$ cat config.mk
export PLATFORM = sky130hd
export DESIGN_NAME = adpcm_decoder
export DESIGN_NICKNAME = d
export VERILOG_FILES = /design/src/rtl/adpcm_decoder.sv
export SDC_FILE = /design/constraint.sdc
export NUM_CORES = 1
export LEC_CHECK = 0
export ABC_AREA = 1
export ABC_CLOCK_PERIOD_IN_PS = 6860
export BUFFER_PORTS_ARGS = -buffer_cell sky130_fd_sc_hd__buf_4
export CORE_ASPECT_RATIO = 1.1
export CORE_MARGIN = 2
export CORE_UTILIZATION = 25
export CTS_CLUSTER_DIAMETER = 200
export DETAILED_ROUTE_END_ITERATION = 10
export SLEW_MARGIN = 15
export SYNTH_ARGS = -nofsm -noshare
export SYNTH_HDL_FRONTEND = slang
export SYNTH_SLANG_ARGS = --single-unit
$ cat constraint.sdc
create_clock -name clk -period 6.86 [get_ports clk]
set_input_delay 2.058 -clock clk [delete_from_list [all_inputs] [get_ports clk]]
set_output_delay 2.058 -clock clk [all_outputs]
set_load 0.01 [all_outputs]
$ cat src/rtl/adpcm_decoder.sv
// ============================================================================
// Module   : adpcm_decoder
// Purpose  : IMA ADPCM 4-bit code to 16-bit signed PCM decoder, 3 clocks/code.
// Revision : 1.0 - initial release
// ============================================================================
`default_nettype none

module adpcm_decoder #(
    parameter logic signed [15:0] PRED_INIT  = 16'sd0,
    parameter logic        [6:0]  INDEX_INIT = 7'd0
) (
    input  logic        clk,
    input  logic        rst_n,
    input  logic        clear,
    input  logic [3:0]  code_in,
    input  logic        code_valid,
    output logic        code_ready,
    output logic [15:0] pcm_out,
    output logic        pcm_valid
);

    typedef enum logic [1:0] {
        ST_IDLE = 2'd0,
        ST_STEP = 2'd1,
        ST_ACC  = 2'd2
    } state_t;

    localparam logic [6:0] INDEX_MAX = 7'd88;

    localparam logic [15:0] STEP_TABLE [0:88] = '{
        16'd7,     16'd8,     16'd9,     16'd10,    16'd11,    16'd12,    16'd13,    16'd14,
        16'd16,    16'd17,    16'd19,    16'd21,    16'd23,    16'd25,    16'd28,    16'd31,
        16'd34,    16'd37,    16'd41,    16'd45,    16'd50,    16'd55,    16'd60,    16'd66,
        16'd73,    16'd80,    16'd88,    16'd97,    16'd107,   16'd118,   16'd130,   16'd143,
        16'd157,   16'd173,   16'd190,   16'd209,   16'd230,   16'd253,   16'd279,   16'd307,
        16'd337,   16'd371,   16'd408,   16'd449,   16'd494,   16'd544,   16'd598,   16'd658,
        16'd724,   16'd796,   16'd876,   16'd963,   16'd1060,  16'd1166,  16'd1282,  16'd1411,
        16'd1552,  16'd1707,  16'd1878,  16'd2066,  16'd2272,  16'd2499,  16'd2749,  16'd3024,
        16'd3327,  16'd3660,  16'd4026,  16'd4428,  16'd4871,  16'd5358,  16'd5894,  16'd6484,
        16'd7132,  16'd7845,  16'd8630,  16'd9493,  16'd10442, 16'd11487, 16'd12635, 16'd13899,
        16'd15289, 16'd16818, 16'd18500, 16'd20350, 16'd22385, 16'd24623, 16'd27086, 16'd29794,
        16'd32767
    };

    state_t             state_q, state_d;
    logic [3:0]         code_q, code_d;
    logic [15:0]        step_q, step_d;
    logic signed [15:0] pred_q, pred_d;
    logic [6:0]         index_q, index_d;
    logic               pcm_valid_q, pcm_valid_d;

    logic [16:0]        diff;
    logic signed [17:0] sum;
    logic signed [15:0] sum_sat;
    logic signed [7:0]  index_adj;
    logic signed [7:0]  index_sum;
    logic [6:0]         index_clamped;

    assign code_ready = (state_q == ST_IDLE) && !clear;
    assign pcm_out    = pred_q;
    assign pcm_valid  = pcm_valid_q;

    always_comb begin
        diff = {4'd0, step_q[15:3]};
        if (code_q[2]) diff = diff + {1'b0, step_q};
        if (code_q[1]) diff = diff + {2'd0, step_q[15:1]};
        if (code_q[0]) diff = diff + {3'd0, step_q[15:2]};

        if (code_q[3]) sum = {{2{pred_q[15]}}, pred_q} - $signed({1'b0, diff});
        else           sum = {{2{pred_q[15]}}, pred_q} + $signed({1'b0, diff});

        if (sum > 18'sd32767)       sum_sat = 16'sh7FFF;
        else if (sum < -18'sd32768) sum_sat = 16'sh8000;
        else                        sum_sat = sum[15:0];
    end

    // Signed 8-bit index math lets 0-1 and 88+8 clamp without wrapping.
    always_comb begin
        case (code_q[2:0])
            3'd4:    index_adj = 8'sd2;
            3'd5:    index_adj = 8'sd4;
            3'd6:    index_adj = 8'sd6;
            3'd7:    index_adj = 8'sd8;
            default: index_adj = -8'sd1;
        endcase
        index_sum = $signed({1'b0, index_q}) + index_adj;
        if (index_sum < 8'sd0)                            index_clamped = 7'd0;
        else if (index_sum > $signed({1'b0, INDEX_MAX})) index_clamped = INDEX_MAX;
        else                                              index_clamped = index_sum[6:0];
    end

    always_comb begin
        state_d     = state_q;
        code_d      = code_q;
        step_d      = step_q;
        pred_d      = pred_q;
        index_d     = index_q;
        pcm_valid_d = 1'b0;

        if (clear) begin
            state_d = ST_IDLE;
            pred_d  = PRED_INIT;
            index_d = INDEX_INIT;
        end else begin
            case (state_q)
                ST_IDLE: begin
                    if (code_valid) begin
                        code_d  = code_in;
                        state_d = ST_STEP;
                    end
                end
                ST_STEP: begin
                    step_d  = (index_q > INDEX_MAX) ? 16'd32767 : STEP_TABLE[index_q];
                    state_d = ST_ACC;
                end
                ST_ACC: begin
                    pred_d      = sum_sat;
                    index_d     = index_clamped;
                    pcm_valid_d = 1'b1;
                    state_d     = ST_IDLE;
                end
                default: state_d = ST_IDLE;
            endcase
        end
    end

    always_ff @(posedge clk or negedge rst_n) begin
        if (!rst_n) begin
            state_q     <= ST_IDLE;
            code_q      <= 4'd0;
            step_q      <= 16'd0;
            pred_q      <= PRED_INIT;
            index_q     <= INDEX_INIT;
            pcm_valid_q <= 1'b0;
        end else begin
            state_q     <= state_d;
            code_q      <= code_d;
            step_q      <= step_d;
            pred_q      <= pred_d;
            index_q     <= index_d;
            pcm_valid_q <= pcm_valid_d;
        end
    end

endmodule

`default_nettype wire
==> impl_summary.txt <==
----------------------------------------------------
[Outcome]
  Outcome ... finished, final reports clean

[Power]
  PwrDens ... slightly above 400 nW/um^2
  Leakage power ... 4.50 nW
  Maximum vdd drop ... 0.151 mV

[Clocking]
  TritonCTS Buffers ... 5
  H-tree Lvls ... 2
  CTS Root Cell ... clkbuf_16
  Clock tree from TritonCTS ... done
  Hold-fix buffers at CTS ... 0
  Max clock buf depth ... 2
  Sink count of the clock tree ... 45
  Insertion delay to the later sink of the worst-skew pair ... 300 ps
  Clock transition at the registers of the reported paths ... 70 ps

[Synth]
  Cell with the most instances after synthesis ... nand2_1
  Synth area leaders ... dfrtp_1 (14%), nand2_1 (14%), ha_1 (14%), inv_1 (8.1%), nand3_1 (6.3%)
  Sequential area share after synthesis ... 14.3%
  Synth warn ... 0
  Post-Synthesis Cells ... 1231
  Post-synth top flop ... dfrtp_1
  Post-Syn Area ... 7860 um^2
  Post-synthesis cell type with the largest combined area ... dfrtp_1
  Per-instance average area after synthesis ... 6.38 um^2
  Number of register bits inferred by synthesis ... 45
  Yosys cell types ... 60
  Async set-or-reset flop fraction in the synthesized netlist ... between 90% and 100%
  Top cell types by occurrence after synthesis ... nand2_1 (293), inv_1 (169), nand3_1 (99)
  Area fraction of the dominant cell type after synthesis ... about 14%
  Number of nets in the synthesized netlist ... 1329
  Number of synthesized flops with an enable pin ... 0

[Die]
  Std-Cell Rows ... 68
  Vertical die dimension ... 190 um
  Floorplan die area ... 32900 um^2
  Starting Density ... 25.2%
  Area of the core ... 31100 um^2
  Die W ... 173 um
  I/O pin count ... 26

[Timing]
  Final max-slew violation count ... 0
  Clock skew after layout ... 8.45 ps
  FMAX ... 158 MHz
  Final setup violating endpoints ... 0
  Least-Margin Pin Slew ... 931 ps
  Normalized max-slew margin ... 37.9%
  Final period utilization ... 92.4%
  Hold Vio Cnt, Final ... 0
  Post-layout minimum cycle time ... about 6300 ps
  Post-route worst hold slack ... 537 ps

[Worst setup path]
  Category of the worst setup path capture point ... flip-flop
  Launching element type of the critical path ... flip-flop
  Largest delay share family, worst path ... simple AND/OR/NAND/NOR gates
  Endpoint arrival time on the critical path ... around 6600 ps
  Number of buffers and inverters on the critical path ... 2
  Critical Path Most Common Cell ... nand2_1
  Startpoint-to-endpoint class of the critical path ... flip-flop to flip-flop
  Cell with the biggest individual delay on the critical path ... dfrtp_2
  Largest driver fanout on the critical path ... 15
  Worst r2r path cells ... 39
  Number of cells on the critical path ... 39
  Crit path largest cell delay ... about 460 ps
  Critical Path RT ... 7100 ps

[Route]
  Total number of vias ... 8280
  Wirelength per Cell ... roughly 15 um
  Number of optimization iterations in the first detailed-route pass ... 8
  Total Routed Length ... 25000 um
  Initial detailed-routing violation count ... 657
  Post-route DRC violation count ... 0
  Count of antenna-violating nets left after detailed routing ... 0
  Average vias per placed instance ... 4.94

[Finish]
  Number of antenna diodes ... 0
  Share of final-layout standard cells stronger than drive strength 1 ... ~17%
  Cell area after layout ... 9050 um^2
  Fill cells ... 3476
  Synthesis-to-layout area growth ... 15.2%
  Number of nets in the layout ... 1352

[Placement]
  Post-detailed-placement half-perimeter wirelength ... 19700 um
  Post-Place Cell Area ... 8530 um^2
  Count of input and output buffers ... 25
  RD Place Congestion ... 0.949

[GRT]
  Pin count of the biggest net entering global routing ... 46
  Number of global-route vias before repair ... 7847
  Remaining global-route overflow ... 0
  Overall global routing resource usage ... 14.8%
  Initial antenna violation count ... 0
  Global-route wire length before repair ... between 30000 and 40000 um

[Run]
  Maximum Capacitance Violations ... 0

[Min path]
  Worst min-delay path category ... flip-flop to flip-flop
  Worst Hold Depth ... 2

----------------------------------------------------
worst paths after layout:
kind / startpoint / end / slack (ps)
worst min-delay path: pcm_out[0] / pcm_out[0] / 540
worst max register to register: step_q[5] / pcm_out[2] / 520
worst max-delay path: step_q[5] / pcm_out[2] / 520
worst min register to register: pcm_out[0] / pcm_out[0] / 540
max in group asynchronous: rst_n / step_q[8] / 4630
min in group asynchronous: rst_n / pcm_out[10] / 1760
cell usage in the layout (no fill, tap or decap), types with 4 or more instances in the layout:
cell type	count
a21oi_1	70
a21oi_2	13
a22oi_1	5
a31oi_1	9
and2_1	7
buf_4	47
clkbuf_16	5
clkinv_1	4
dfrtp_1	41
dfrtp_2	4
fa_1	4
ha_1	67
ha_2	6
ha_4	12
inv_1	168
inv_2	14
nand2_1	286
nand2_2	22
nand2_4	8
nand3_1	98
nand3_2	34
nand4_1	20
nor2_1	80
nor2_2	8
nor2_4	5
nor3_1	14
o211ai_1	14
o21ai_0	51
o21ai_1	10
o21ai_2	14
o221ai_1	4
o22ai_1	8
o311ai_0	5
or2_2	4
xnor2_1	15
xor2_1	32
sequential cells by signal, indices dropped and copies added, names as in the netlist:
register and flops:
pcm_valid 1, state_q 2, index_q 7, step_q 15, code_q 4, pcm_out 16
cells by family (layout without fill, tap and decap cells):
| family | count (synthesis) | count (layout) | share of synthesized area (%) |
|---|---|---|---|
| fa+ha+maj | 90 | 90 | 14.8 |
| simple gates | 600 | 601 | 36.7 |
| buf+inv | 218 | 241 | 10.9 |
| flops | 45 | 45 | 14.3 |
| compound gates | 230 | 230 | 17.9 |
| xor+xnor | 48 | 48 | 5.35 |
report_power, final:
part	leakage [nW]	internal (mW)	switching (mW)
combinational	3.85	1.17	1.92
clock	0.0702	0.136	0.114
sequential	0.572	0.307	0.0761
total	4.50	1.62	2.11
final cells by class:
| class | instances | area, um^2 | area share (%) |
|---|---|---|---|
| inverters | 186 | 698 | 7.71 |
| multi-input cells | 969 | 6200 | 68.5 |
| clock buffers | 5 | 125 | 1.38 |
| clock inverters | 3 | 21.3 | 0.235 |
| flip-flops and latches | 45 | 1130 | 12.5 |
| repair buffers | 47 | 353 | 3.90 |
| well taps | 420 | 526 | 5.81 |
stage by stage:
stage	setup slack [ps]	total power, mW	instances	util [%]	setup TNS (ps)
3_5_place_dp	-142	3.20	1660	27.4	-1920
2_1_floorplan	865	2.62	1231	-	0
3_3_place_gp	-97.1	3.20	1660	27.4	-1170
6_report	522	3.73	1675	29.1	0
5_1_grt	-81.8	4.16	1675	29.1	-895
4_1_cts	47.1	3.48	1668	27.9	0
worst min-delay path: cells and delay by family, from the launching register on:
family | cells | cell delay (ps)
simple gates | 2 | 120
flops | 1 | 380
what timing repair did:
| action | 4_1_cts | 5_1_grt |
|---|---|---|
| pin swaps | 0 | 13 |
| gates resized for setup | 3 | 70 |
| cloned | 0 | 1 |
| endpoints found under the setup margin | 16 | 16 |
| setup buffers | 0 | 6 |
| endpoints found under the hold margin | 0 | 0 |
routing by layer:
| layer | track usage (%) | part of all wire [%] | vias to the layer above |
|---|---|---|---|
| met2 | 25.7 | 47 | 290 |
| li1 | - | - | 4147 |
| met5 | 0 | 0 | - |
| met1 | 18.8 | 44 | 3771 |
| met4 | 6.26 | 4.1 | 0 |
| met3 | 1.30 | 4.8 | 72 |
No activity file was read; power rests on OpenSTA's default activity.
